===== src/rtl/round_timer_ctrl.sv =====
// Multi-round match timer: PREP countdown, NUM_ROUNDS fight rounds with optional REST gaps, then DONE.
// Time is kept as mm:ss and advanced by a clock-enable prescaler on i_clk.
module round_timer_ctrl #(
   parameter int TICK_DIV   = 100_000_000,
   parameter int PREP_SEC   = 5,
   parameter int ROUND_SEC  = 90,
   parameter int REST_SEC   = 30,
   parameter int NUM_ROUNDS = 3,
   parameter int MIN_W      = 4,
   localparam int RND_W     = $clog2(NUM_ROUNDS + 1)
) (
   input  logic             i_clk,
   input  logic             i_reset_n,
   input  logic             i_start,
   input  logic             i_pause,
   input  logic             i_abort,
   output logic [MIN_W-1:0] o_min,
   output logic [5:0]       o_sec,
   output logic [2:0]       o_phase,
   output logic [RND_W-1:0] o_round_num,
   output logic             o_tick,
   output logic             o_phase_done,
   output logic             o_match_done
);

   localparam int PW = $clog2(TICK_DIV);
   localparam logic [PW-1:0] TICK_LAST = PW'(TICK_DIV - 1);

   localparam logic [MIN_W-1:0] PREP_MIN  = MIN_W'(PREP_SEC / 60);
   localparam logic [5:0]       PREP_S    = 6'(PREP_SEC % 60);
   localparam logic [MIN_W-1:0] ROUND_MIN = MIN_W'(ROUND_SEC / 60);
   localparam logic [5:0]       ROUND_S   = 6'(ROUND_SEC % 60);
   localparam logic [MIN_W-1:0] REST_MIN  = MIN_W'(REST_SEC / 60);
   localparam logic [5:0]       REST_S    = 6'(REST_SEC % 60);
   localparam logic [RND_W-1:0] LAST_RND  = RND_W'(NUM_ROUNDS);

   // Encoding doubles as the o_phase value.
   typedef enum logic [2:0] {
      PH_IDLE  = 3'd0,
      PH_PREP  = 3'd1,
      PH_ROUND = 3'd2,
      PH_REST  = 3'd3,
      PH_DONE  = 3'd4
   } phase_t;

   phase_t           phase, phase_nxt;
   logic [PW-1:0]    presc, presc_nxt;
   logic [MIN_W-1:0] min_nxt;
   logic [5:0]       sec_nxt;
   logic [RND_W-1:0] round_nxt;
   logic             tick_nxt, pdone_nxt;
   logic             running, tick_hit, time_zero;

   always_ff @(posedge i_clk or negedge i_reset_n) begin
      if (!i_reset_n) begin
         phase        <= PH_IDLE;
         presc        <= '0;
         o_min        <= PREP_MIN;
         o_sec        <= PREP_S;
         o_round_num  <= '0;
         o_tick       <= 1'b0;
         o_phase_done <= 1'b0;
         o_match_done <= 1'b0;
      end else begin
         phase        <= phase_nxt;
         presc        <= presc_nxt;
         o_min        <= min_nxt;
         o_sec        <= sec_nxt;
         o_round_num  <= round_nxt;
         o_tick       <= tick_nxt;
         o_phase_done <= pdone_nxt;
         o_match_done <= (phase_nxt == PH_DONE);
      end
   end

   assign o_phase = phase;

   always_comb begin
      phase_nxt = phase;
      presc_nxt = presc;
      min_nxt   = o_min;
      sec_nxt   = o_sec;
      round_nxt = o_round_num;
      tick_nxt  = 1'b0;
      pdone_nxt = 1'b0;

      running   = ((phase == PH_PREP) || (phase == PH_ROUND) || (phase == PH_REST)) && !i_pause;
      tick_hit  = running && (presc == TICK_LAST);
      time_zero = (o_min == '0) && (o_sec == 6'd0);

      // Abort beats start; start beats the tick in the same cycle.
      if (i_abort) begin
         phase_nxt = PH_IDLE;
         presc_nxt = '0;
         min_nxt   = PREP_MIN;
         sec_nxt   = PREP_S;
         round_nxt = '0;
      end else if (i_start) begin
         phase_nxt = PH_PREP;
         presc_nxt = '0;
         min_nxt   = PREP_MIN;
         sec_nxt   = PREP_S;
         round_nxt = RND_W'(1);
      end else if (tick_hit) begin
         presc_nxt = '0;
         tick_nxt  = 1'b1;
         if (time_zero) begin
            pdone_nxt = 1'b1;
            case (phase)
               PH_PREP: begin
                  phase_nxt = PH_ROUND;
                  min_nxt   = ROUND_MIN;
                  sec_nxt   = ROUND_S;
                  round_nxt = RND_W'(1);
               end
               PH_ROUND: begin
                  if (o_round_num == LAST_RND) begin
                     phase_nxt = PH_DONE;
                  end else if (REST_SEC == 0) begin
                     phase_nxt = PH_ROUND;
                     min_nxt   = ROUND_MIN;
                     sec_nxt   = ROUND_S;
                     round_nxt = o_round_num + RND_W'(1);
                  end else begin
                     phase_nxt = PH_REST;
                     min_nxt   = REST_MIN;
                     sec_nxt   = REST_S;
                  end
               end
               PH_REST: begin
                  phase_nxt = PH_ROUND;
                  min_nxt   = ROUND_MIN;
                  sec_nxt   = ROUND_S;
                  round_nxt = o_round_num + RND_W'(1);
               end
               default: ;
            endcase
         end else if (o_sec == 6'd0) begin
            sec_nxt = 6'd59;
            min_nxt = o_min - MIN_W'(1);
         end else begin
            sec_nxt = o_sec - 6'd1;
         end
      end else if (running) begin
         presc_nxt = presc + PW'(1);
      end
   end

endmodule


===== config.mk =====
export PLATFORM = sky130hd
export DESIGN_NAME = round_timer_ctrl
export DESIGN_NICKNAME = d
export VERILOG_FILES = /design/src/rtl/round_timer_ctrl.sv
export SDC_FILE = /design/constraint.sdc
export NUM_CORES = 1
export LEC_CHECK = 0
export ABC_AREA = 1
export CAP_MARGIN = 15
export CORE_MARGIN = 2
export CORE_UTILIZATION = 30
export DETAILED_ROUTE_END_ITERATION = 10
export GPL_TIMING_DRIVEN = 0
export SLEW_MARGIN = 20
export SYNTH_ARGS = -nofsm -noshare
export SYNTH_HDL_FRONTEND = slang
export SYNTH_SLANG_ARGS = --single-unit
export TNS_END_PERCENT = 100

===== constraint.sdc =====
create_clock -name i_clk -period 4.87 [get_ports i_clk]
set_clock_uncertainty 0.1 [all_clocks]
set_input_delay 0.7305 -clock i_clk [delete_from_list [all_inputs] [get_ports i_clk]]
set_output_delay 0.7305 -clock i_clk [all_outputs]
set_load 0.01 [all_outputs]

# Word-level counts from Yosys, hierarchy flattened
# Cells that the tools add are included.
# W data, S select, Z words.
[totals]
in_bits = 5
regBits = 45
[op_classes]
addsub = 4
reduce_logical = 17
mux = 36
eq_ne = 8
[ops]
columns = ["operator", "n"]
rows = [
  ["$mux W27", 4],
  ["$mux W6", 6],
  ["$add A27 B1 Y27 const B", 1],
  ["$eq A27 B27 Y1 const B", 1],
  ["$mux W4", 6],
  ["$mux W3", 5],
  ["$pmux W6 S2", 1],
  ["$reduce_bool A4 Y1", 3],
  ["$mux W2", 4],
  ["$pmux W4 S2", 1],
  ["$mux W1", 7],
  ["$eq A3 B2 Y1 const B", 2],
  ["$logic_not A6 Y1", 1],
  ["$pmux W3 S2", 1],
  ["$reduce_and A3 Y1", 2],
  ["$reduce_bool A3 Y1", 2],
  ["$sub A6 B1 Y6 const B", 1],
  ["$ne A5 B4 Y1 const B", 1],
  ["$ne A5 B5 Y1 const B", 1],
  ["$logic_not A4 Y1", 1],
  ["$pmux W2 S2", 1],
  ["$reduce_and A4 Y1", 1],
  ["$sub A4 B1 Y4 const B", 1],
  ["$eq A3 B1 Y1 const B", 1],
  ["7 further kinds", 10],
]

# Longest topological paths before layout
[logic_depth]
depth_word = 9
ltp_mapped = 12

# Least setup slack after synthesis
# Ideal clock, no wire load.
[synth_path]
path_type = "input to register"
start = "input i_abort"
end = "register o_sec[5]"
path_buffers = 1
slack_ps = 2988
setup_ps = 126
cell_stages = 9
arrival_ps = 1656
cell_sequence = "inv_1 -> nand2_2 -> inv_1 -> buf_4 -> nand4_2 -> nand2_4 -> inv_4 -> nand3_1 -> o21ai_0"
[synth_via]
elab_chain_len = 2
[synth_rtl]
columns = ["element", "line_no", "text"]
rows = [
  ["start, declared", "16", "input logic i_abort,"],
  ["$ne A5 B5 Y1 (no line) (tied with other cells)", "-", ""],
  ["$reduce_and A3 Y1 (no line)", "-", ""],
  ["end signal, assigned", "68", "o_sec <= sec_nxt;"],
  ["end, declared", "18", "output logic [5:0] o_sec,"],
]
# Parallel ways exist; a longest one is shown, timed or not.
# A chain may end at the register's enable or synchronous reset.

# Worst setup path after layout
[layout_path]
start = "input i_abort"
end = "register presc[17]"
[layout_via]
elab_chain_len = 1
[layout_rtl]
columns = ["element", "line_no", "text"]
rows = [
  ["$reduce_bool A4 Y1 (no line) or $mux W27 (tied branches)", "-", ""],
  ["end signal, assigned", "66", "presc <= presc_nxt;"],
  ["end, declared", "47", "logic [PW-1:0] presc, presc_nxt;"],
]
# Parallel ways exist; a longest one is shown, timed or not.

==> results.md <==
| Stage | Item | This run |
| --- | --- | --- |
| setup path | Largest driver fanout on the critical path | 6 |
| clock network | CTS max path bufs | 2 |
| clock network | Clock root buffer | sky130_fd_sc_hd__clkbuf_8 |
| detailed routing | DRC violations left | 0 |
| synth | Average cell area after synthesis | 7.14 µm² |
| detailed routing | ANT nets after route | 0 |
| clock network | Clock net sink count | 45 |
| synth | Post-Syn Nets | 402 |
| sta | Number of setup violations in the final report | 0 |
| setup path | Crit path launch type | input port |
| sta | FMAX | 425 MHz |
| sta | Unrepaired setup endpoints after global routing | no |
| pwr | Post-layout power | 0.768 mW |
| synth | Number of flops mapped to enable cells by yosys | 0 |
| die | Horizontal extent of the die | 100 µm |
| setup path | Reg2reg setup slack | 2.89 ns |
| setup path | Sequence of cells on the critical path | clkdlybuf4s50_1 > inv_1 > nand2_2 > inv_1 > o21ai_2 > nand2_1 > nor3_1 > inv_1 > o21ai_1 > nor2_1 |
| global routing | Via count of the first global-routing pass | 2572 |
| setup path | Most Frequent Cell on Critical Path | sky130_fd_sc_hd__inv_1 |
| pwr | Leakage power | 1.38 nW |
| pwr | P per Cell Area | 236 nW/µm² |
| clock network | CTS tree | yes |
| detailed routing | Average wire per standard cell | 12.3 µm |
| sta | Worst hold slack across all endpoints | 0.220 ns |
| die | Die Span Y | 100 µm |
| detailed routing | Router iterations before antenna repair | 4 |
| synth | Synth unique cells | 35 |
| placed design | HPWL after DPL | 4910 µm |
| run | Max-Cap Viols | 0 |
| global routing | Initial antenna violation count | 0 |
| setup path | FF-to-FF path depth | 11 |
| layout | Share of post-route cells with drive strength above 1 | 9.24% |
| detailed routing | Number of vias per cell after detailed routing | 4.75 |
| global routing | Largest net degree at the start of global routing | 32 |
| layout | Area growth from synthesis to final layout | 16.8% |
| synth | Syn. warnings | 0 |
| setup path | Endpoint class of the critical path | flip-flop |
| clock network | Post-CTS setup buffer count | 0 |
| sta | Worst Tran Pin Value | 0.484 ns |
| synth | Cell accounting for the most synthesized area | sky130_fd_sc_hd__dfrtp_1 |
| clock network | Clk slew on worst S/H paths | 0.10 ns |
| sta | Worst slew margin relative to its limit | 67.6% |
| sta | Post-layout min period | 2.35 ns |
| layout | Final design utilization | 35.6% |
| synth | Most frequent cell after synthesis | sky130_fd_sc_hd__nand2_1 |
| pwr | Worst-case vdd ir drop | 0.131 mV |
| global routing | Global-route congestion overflow total | 0 |
| setup path | Critical path buffer and inverter count | 4 |
| die | Full die area | 10100 µm² |
| clock network | Number of levels the H-tree was split into | 2 |
| synth | Leading post-synthesis cells by instance count | sky130_fd_sc_hd__nand2_1 (104), sky130_fd_sc_hd__nor2_1 (62), sky130_fd_sc_hd__inv_1 (51), sky130_fd_sc_hd__dfrtp_1 (43), sky130_fd_sc_hd__nand3_1 (24) |
| synth | Netlist area before placement | 2790 µm² |
| detailed routing | WL final | 6570 µm |
| global routing | Global-route usage over all layers | 14.2% |
| clock network | CTS resizes | 0 |
| status | Status | finished, final reports clean |
| die | Num ports | 23 |
| synth | Post-synth ARST share | 100% |
| die | Placement Rows | 35 |
| detailed routing | Detailed Route Iter0 Violations | 125 |
| synth | Share of the synthesized area in the top cell type | 38.6% |
| sta | Number of hold violations in the final report | 0 |
| die | Floorplan core area | 9150 µm² |
| setup path | Critical Path Slowest Stage Cell | sky130_fd_sc_hd__clkdlybuf4s50_1 |
| layout | Post-layout net count | 432 |
| layout | Antenna diode count | 0 |
| sta | Fin. max-slew vios | 0 |
| synth | Post-Synthesis Cells | 391 |
| setup path | Req. time, crit path | 4.97 ns |
| setup path | Largest incremental delay on the critical path | 0.50 ns |
| clock network | Hold-fix buffers, CTS | 0 |
| sta | Post-route fraction of the period consumed by the critical path | 48.3% |
| setup path | Critical R2R Launch | presc[0] |
| synth | Top_reg_cell synth | sky130_fd_sc_hd__dfrtp_1 |
| setup path | Gate family responsible for the most delay along the worst path | buffers and inverters |
| placed design | Post-Place Worst Slack | 2.20 ns |
| sta | Crit path setup slack, layout | 2.52 ns |
| worst hold path | Hold/Removal Path Class | in -> async |
| synth | Share of synthesized area occupied by flip-flops and latches | 40.4% |
| setup path | Arrival time worst endpoint | 2.45 ns |
| setup path | Critical Setup Path Class | in -> reg |
| sta | Aggregate negative setup slack | 0 ns |
| placed design | Weighted congestion at the end of routability-driven global placement | 0.797 |
| setup path | Reg-to-reg critical path endpoint | presc[6] |
| clock network | Clock latency on the worst-skew pair | 0.31 ns |
| clock network | TritonCTS Buffers | 5 |
| placed design | Number of input and output port buffers inserted | 22 |
| synth | Synthesized flop and latch total | 45 |
| die | Starting Density | 30.5% |
| layout | Fill cell count | 956 |
| global routing | Global-route wire length before repair | 11600 µm |
| detailed routing | Vias | 2531 |
| synth | Main area contributors after synthesis | sky130_fd_sc_hd__dfrtp_1 (39%), sky130_fd_sc_hd__nand2_1 (14%), sky130_fd_sc_hd__nor2_1 (8.3%) |
## state kept, by name, indices dropped and copies added (netlist names)
name and flops:
o_phase_done 1, o_tick 1, o_min 4, o_sec 6, presc 27, o_round_num 2
o_match_done 1, o_phase 3
## how the worst max path moves through the flow
stage / start / to / slack, ns / depth (start not counted)
after detailed placement: i_abort / presc[17] / 2.20 / 10
after CTS: i_abort / presc[17] / 2.53 / 10
final: i_abort / presc[17] / 2.52 / 10
after global routing: i_start / presc[17] / 2.31 / 10
after global placement: i_reset_n / presc[4] / 1.66 / 1
after floorplan: i_abort / o_sec[5] / 2.99 / 9
## area by class of cell
cell class	count	area [µm²]	area share, %
Multi-Input combinational cell	290	1430	44.0
Sequential cell	45	1130	34.6
Timing Repair Buffer	23	235	7.22
Inverter	52	198	6.07
Tap cell	111	139	4.26
Clock buffer	5	68.8	2.11
Buffer	4	31.3	0.960
Clock inverter	3	25.0	0.768
## cells by family after synthesis
family	count (synthesis)	synth area share (%)
buffers and inverters	56	8.21
multiplexers	1	0.359
adder cells (fa/ha/maj)	6	2.69
AO/OA/AOI/OAI	47	9.15
XOR/XNOR	4	1.26
AND/OR/NAND/NOR	232	37.9
flip-flops	45	40.4
## worst reg2reg max path, delay by kind of cell (launching register included)
family / cells / cell delay [ns]
and+or+nand+nor: 7 / 0.75
DFF: 1 / 0.44
buffers and inverters: 2 / 0.30
adders and majority gates: 1 / 0.25
AOI/OAI and AO/OA: 1 / 0.09
## metal layers
metal / up-vias / GRT usage (%) / routed length (µm)
li1: 1305 / - / -
met1: 1171 / 18.0 / 3080
met2: 48 / 24.0 / 3120
met3: 7 / 3.20 / 280
met4: 0 / 4.64 / 99
met5: - / 0 / 0
## power breakdown
part	internal, mW	switching (mW)
combinational	0.0491	0.0732
clock	0.105	0.146
sequential	0.384	0.00996
total	0.538	0.229
## stage by stage
stage                     instance area [µm²]  cells
after floorplan                          2790    391
after global placement                   3150    524
after global routing                     3260    533
final                                    3260    533
after detailed placement                 3160    525
after CTS                                3260    533
## cell usage in the layout, fill, tap and decap left out, types with 3 or more instances in the layout
master | netlist | final
sky130_fd_sc_hd__xor2_1 | 3 | 3
sky130_fd_sc_hd__a21oi_1 | 15 | 15
sky130_fd_sc_hd__nor2_2 | 5 | 5
sky130_fd_sc_hd__o21ai_0 | 21 | 21
sky130_fd_sc_hd__clkdlybuf4s50_1 | 0 | 21
sky130_fd_sc_hd__o21ai_1 | 3 | 3
sky130_fd_sc_hd__nor2_4 | 4 | 4
sky130_fd_sc_hd__nor2_1 | 62 | 62
sky130_fd_sc_hd__inv_1 | 51 | 51
sky130_fd_sc_hd__nand2_1 | 104 | 104
sky130_fd_sc_hd__dfrtp_1 | 43 | 43
sky130_fd_sc_hd__nand2_2 | 3 | 3
sky130_fd_sc_hd__nand4_1 | 7 | 7
sky130_fd_sc_hd__nor3_1 | 12 | 12
sky130_fd_sc_hd__ha_1 | 6 | 6
sky130_fd_sc_hd__clkbuf_8 | 0 | 5
sky130_fd_sc_hd__nand3_1 | 24 | 24
No activity file was read; power rests on OpenSTA's default activity.
